===== src/rtl/id_ex_stage_buf.sv =====
// ID->EX stage buffer: two-entry skid buffer (main head + skid) carrying decoded
// control and operand fields, with flush and a saturating back-pressure counter.
module id_ex_stage_buf #(
  parameter int DATA_W  = 16,
  parameter int NUM_OPS = 7,
  parameter int CTRL_W  = 9,
  parameter int CNT_W   = 8
) (
  input  logic                      clk,
  input  logic                      reset,
  input  logic                      in_valid,
  output logic                      in_ready,
  input  logic [CTRL_W-1:0]         in_ctrl,
  input  logic [NUM_OPS*DATA_W-1:0] in_ops,
  input  logic                      flush,
  output logic                      out_valid,
  input  logic                      out_ready,
  output logic [CTRL_W-1:0]         out_ctrl,
  output logic [NUM_OPS*DATA_W-1:0] out_ops,
  output logic [1:0]                occupancy,
  output logic [CNT_W-1:0]          stall_cnt
);

  localparam int OPS_W = NUM_OPS * DATA_W;

  // ST_MAIN: head only; ST_FULL: head and skid both hold an entry.
  typedef enum logic [1:0] {
    ST_EMPTY = 2'd0,
    ST_MAIN  = 2'd1,
    ST_FULL  = 2'd2
  } state_t;

  state_t             r_state;
  state_t             w_state_nxt;
  logic [CTRL_W-1:0]  r_main_ctrl;
  logic [OPS_W-1:0]   r_main_ops;
  logic [CTRL_W-1:0]  r_skid_ctrl;
  logic [OPS_W-1:0]   r_skid_ops;
  logic [CNT_W-1:0]   r_stall_cnt;

  logic w_accept;
  logic w_drain;
  logic w_load_main;
  logic w_load_skid;
  logic w_skid_to_main;

  assign w_accept = in_valid & in_ready;
  assign w_drain  = out_valid & out_ready;

  // State register
  always_ff @(posedge clk) begin
    if (reset) begin
      r_state <= ST_EMPTY;
    end else begin
      r_state <= w_state_nxt;
    end
  end

  // Next-state logic; flush squashes both entries, including a same-cycle accept
  always_comb begin
    w_state_nxt = r_state;
    case (r_state)
      ST_EMPTY: begin
        if (w_accept) w_state_nxt = ST_MAIN;
        else          w_state_nxt = ST_EMPTY;
      end
      ST_MAIN: begin
        if (w_drain) w_state_nxt = w_accept ? ST_MAIN : ST_EMPTY;
        else         w_state_nxt = w_accept ? ST_FULL : ST_MAIN;
      end
      ST_FULL: begin
        if (w_drain) w_state_nxt = ST_MAIN;
        else         w_state_nxt = ST_FULL;
      end
      default: w_state_nxt = ST_EMPTY;
    endcase
    if (flush) begin
      w_state_nxt = ST_EMPTY;
    end else begin
      w_state_nxt = w_state_nxt;
    end
  end

  // Handshake, occupancy and NOP-gated control, all from registers only
  always_comb begin
    out_valid = 1'b0;
    in_ready  = 1'b1;
    occupancy = 2'd0;
    case (r_state)
      ST_EMPTY: begin
        out_valid = 1'b0;
        in_ready  = 1'b1;
        occupancy = 2'd0;
      end
      ST_MAIN: begin
        out_valid = 1'b1;
        in_ready  = 1'b1;
        occupancy = 2'd1;
      end
      ST_FULL: begin
        out_valid = 1'b1;
        in_ready  = 1'b0;
        occupancy = 2'd2;
      end
      default: begin
        out_valid = 1'b0;
        in_ready  = 1'b1;
        occupancy = 2'd0;
      end
    endcase
    if (out_valid) begin
      out_ctrl = r_main_ctrl;
    end else begin
      out_ctrl = {CTRL_W{1'b0}};
    end
  end

  assign out_ops   = r_main_ops;
  assign stall_cnt = r_stall_cnt;

  // Datapath steering derived from the pre-edge state
  always_comb begin
    w_load_main    = 1'b0;
    w_load_skid    = 1'b0;
    w_skid_to_main = 1'b0;
    case (r_state)
      ST_EMPTY: w_load_main = w_accept;
      ST_MAIN: begin
        w_load_main = w_accept & w_drain;
        w_load_skid = w_accept & ~w_drain;
      end
      ST_FULL:  w_skid_to_main = w_drain;
      default: begin
        w_load_main    = 1'b0;
        w_load_skid    = 1'b0;
        w_skid_to_main = 1'b0;
      end
    endcase
  end

  // Entry payload registers; flush clears control but keeps operands visible
  always_ff @(posedge clk) begin
    if (reset) begin
      r_main_ctrl <= {CTRL_W{1'b0}};
      r_main_ops  <= {OPS_W{1'b0}};
      r_skid_ctrl <= {CTRL_W{1'b0}};
      r_skid_ops  <= {OPS_W{1'b0}};
    end else if (flush) begin
      r_main_ctrl <= {CTRL_W{1'b0}};
      r_skid_ctrl <= {CTRL_W{1'b0}};
    end else begin
      if (w_load_main) begin
        r_main_ctrl <= in_ctrl;
        r_main_ops  <= in_ops;
      end else if (w_skid_to_main) begin
        r_main_ctrl <= r_skid_ctrl;
        r_main_ops  <= r_skid_ops;
        r_skid_ctrl <= {CTRL_W{1'b0}};
      end
      if (w_load_skid) begin
        r_skid_ctrl <= in_ctrl;
        r_skid_ops  <= in_ops;
      end
    end
  end

  // Back-pressure counter: saturates, cleared only by reset
  always_ff @(posedge clk) begin
    if (reset) begin
      r_stall_cnt <= {CNT_W{1'b0}};
    end else if (out_valid && !out_ready && (r_stall_cnt != {CNT_W{1'b1}})) begin
      r_stall_cnt <= r_stall_cnt + {{(CNT_W-1){1'b0}}, 1'b1};
    end
  end

endmodule


===== config.mk =====
export PLATFORM = sky130hd
export DESIGN_NAME = id_ex_stage_buf
export DESIGN_NICKNAME = d
export VERILOG_FILES = /design/src/rtl/id_ex_stage_buf.sv
export SDC_FILE = /design/constraint.sdc
export NUM_CORES = 1
export LEC_CHECK = 0
export CORE_AREA = 2 2 145 147
export CTS_BUF_LIST = sky130_fd_sc_hd__clkbuf_4 sky130_fd_sc_hd__clkbuf_8
export CTS_CLUSTER_SIZE = 20
export DETAILED_ROUTE_END_ITERATION = 8
export DIE_AREA = 0 0 147 149
export PLACE_DENSITY_LB_ADDON = 0.05
export SYNTH_ARGS = -nofsm -noshare
export SYNTH_HDL_FRONTEND = slang
export SYNTH_SLANG_ARGS = --single-unit

===== constraint.sdc =====
create_clock -name clk -period 3 [get_ports clk]
set_input_delay 0.6 -clock clk [delete_from_list [all_inputs] [get_ports clk]]
set_output_delay 0.6 -clock clk [all_outputs]
set_load 0.03 [all_outputs]

==> metrics <==
Least-Margin Pin Slew 0.521 ns; most frequent cells in the layout 253 x clkdlybuf4s50_1, 252 x dfxtp_1, 247 x nand2_1, 236 x nor2_1, 123 x a311oi_1; Synth area leaders dfxtp_1 50%, mux2i_1 11%, a311oi_1 11%; pin count of the biggest net entering global routing 83; Max Cap Viol 0; Worst Path Required 2.40 ns; worst path arrival time 2.25 ns; Die X 147 um; Final Critical Period 2.85 ns; Setup Skew roughly 0.018 ns; maximum buffer depth of the clock tree 3; Worst slew margin between 60 and 70%; Pre-antenna DRT Iters 4; clock slew at reported path FFs 0.06 ns; Crit-path slowest cell clkdlybuf4s50_1; FF-to-FF Start r_state[1]$_SDFF_PP0_; #FFs+latches synth 252; Clock Latency Late Sink 0.53 ns; CP Class flip-flop to output port; Area Growth Syn to Fin 37.0%; # clock sinks around 250; Remaining Overflow, GRT 0; Mapped Cells approximately 1200; mapped cell area 10100 um2; DR vias slightly below 9000; Crit. End Element output port; Rows 53; outcome finished, final reports clean; worst-path fanout max 8; Nets 1523; Synth top area share between 50% and 60%; setup_tns 0 ns; HPWL after DPL 16.8 mm; number of global-route vias before repair 8104; Async S/R FF share, synth 0%; final antenna-violating net count 0; PwrDens around 550 nW/um2; class of the worst hold path input pin to flip-flop; initial antenna violation count 0; WL met3 1.82 mm; ys flop type dfxtp_1; CTS tree yes; drt total wl 25.9 mm; Setup crit start r_state[1]$_SDFF_PP0_; synthesis warning total 0; die height between 100 and 150 um; die footprint 21900 um2; I/O Buffers around 260; f_max 351 MHz; sequential area share after synthesis 50.1%; Worst Setup Start Kind flip-flop; DR top layer met4; initial DRC count about 400; family with the most delay on the worst path buffers and inverters; Worst path max stage delay 0.66 ns; vias per inst ~5.2; CTS Buf Count 43; critical-path cell list inv_1, ha_1, and2_1, clkdlybuf4s50_1; Post-DP Area approximately 13000 um2; number of synthesized flops with an enable pin 0; share of post-route cells with drive strength above 1 7.23%; library cells used by synthesis 30; Metal-1 WL 11.5 mm; period utilization 94.9%; area leader, netlist dfxtp_1; Hold Path Origin reset; fin area 13800 um2; all-layer global routing usage between 20% and 30%; number of hold violations in the final report 0; H-tree depth 2; Synthesized Nets 1286; met2 wire len 12.1 mm; postcts setup bufs 0; most common cell after layout, fill and taps aside clkdlybuf4s50_1; GP Congestion 0.779; initial core utilization 49.0%; Final setup viols 0; root buf cell clkbuf_8; VDD IR-drop max 392 uV; Remaining DRCs 0; Slew Viols, Final 0; Static Leakage approximately 0.0057 uW; Core ar. 20600 um2; RSZ-0062 raised after global routing no; mean area per synthesized cell a little under 9 um2; Top Ports approximately 260; Routed WL per cell ~15 um; # fillers 1709; WP buf/inv 2; global-route wire length before repair 41.1 mm
-- cells in the mapped netlist (5+ instances only) --
cell type    n
and2_1      10
buf_4       10
ha_1         7
nand2_1    248
buf_2       31
nand3_1     25
a21oi_1     12
dfxtp_1    252
clkbuf_1    55
a311oi_1   123
mux2i_1    112
nor2_1     236
inv_1        5
-- metal layers --
layer / vias to the layer above / track usage, %
li1: 4442 / -
met4: 0 / 6.20
met5: - / 0
met1: 4095 / 31.0
met3: 37 / 5.50
met2: 229 / 36.4
-- layout make-up --
cell class,count,area [um2],share of cell area (%)
diodes,1,2.50,0.0181
repair buffers,288,3030,22.0
flip-flops and latches,252,5040,36.6
clock inverters,1,7.51,0.0544
multi-input cells,800,4580,33.2
clock buffers,64,768,5.57
inverters,5,18.8,0.136
well taps,275,344,2.49
-- sequential cells by signal, summed over array words and instances (netlist names) --
register / flops
out_ops: 112
r_skid_ops: 112
r_main_ctrl: 9
r_skid_ctrl: 9
stall_cnt: 8
r_state: 2
-- report_power, final --
part           switching (uW)  internal [uW]  leakage, uW
Sequential               75.8           3490      0.00205
Clock                    1280           1610     0.000414
Combinational             667            532      0.00322
-- per-stage QoR --
stage	total power [uW]	instances	utilization [%]	hold WS, ns	setup WS [ns]
3_5_place_dp	4840	1620	63.3	0.459	0.192
5_1_grt	7970	1685	67.1	0.475	0.0320
6_report	7640	1686	67.1	0.464	0.152
2_1_floorplan	4260	1153	-	0.448	0.693
4_1_cts	7730	1685	67.1	0.443	0.120
3_3_place_gp	4820	1620	63.3	0.454	0.237
-- path summary, 6_finish.rpt --
| path | to | slack, ns | cells past startpoint |
|---|---|---|---|
| worst min register to register | r_skid_ctrl[7]$_SDFFE_PP0P_ | 0.47 | 2 |
| worst min-delay path | r_skid_ops[67]$_SDFFE_PP0P_ | 0.46 | 2 |
| worst max register to register | out_ops[53]$_SDFFE_PP0P_ | 0.41 | 11 |
| worst max-delay path | out_ctrl[7] | 0.15 | 4 |
-- worst register-to-register path: stages (launching register included) --
cell and delay (ns):
dfxtp_1 0.38, inv_1 0.08, ha_1 0.42, nand2_1 0.15
inv_1 0.08, ha_1 0.14, nand2_1 0.16, a31oi_4 0.28
buf_12 0.22, buf_12 0.22, nor2_1 0.08, a311oi_1 0.27
-- cell families after synthesis --
kind of cell / after synthesis / synth area share, %
buffers and inverters: 101 / 4.52
AO/OA/AOI/OAI: 146 / 12.2
multiplexers: 112 / 11.1
XOR/XNOR: 1 / 0.0870
AND/OR/NAND/NOR: 534 / 21.1
adder cells (fa/ha/maj): 7 / 0.870
flip-flops: 252 / 50.1
-- what timing repair did --
item | in CTS | in global routing
hold buffers | 0 | 0
endpoints found under the setup margin | 4 | 0
resized for setup | 4 | 0
Note: power is estimated with default switching activity, not from simulation.
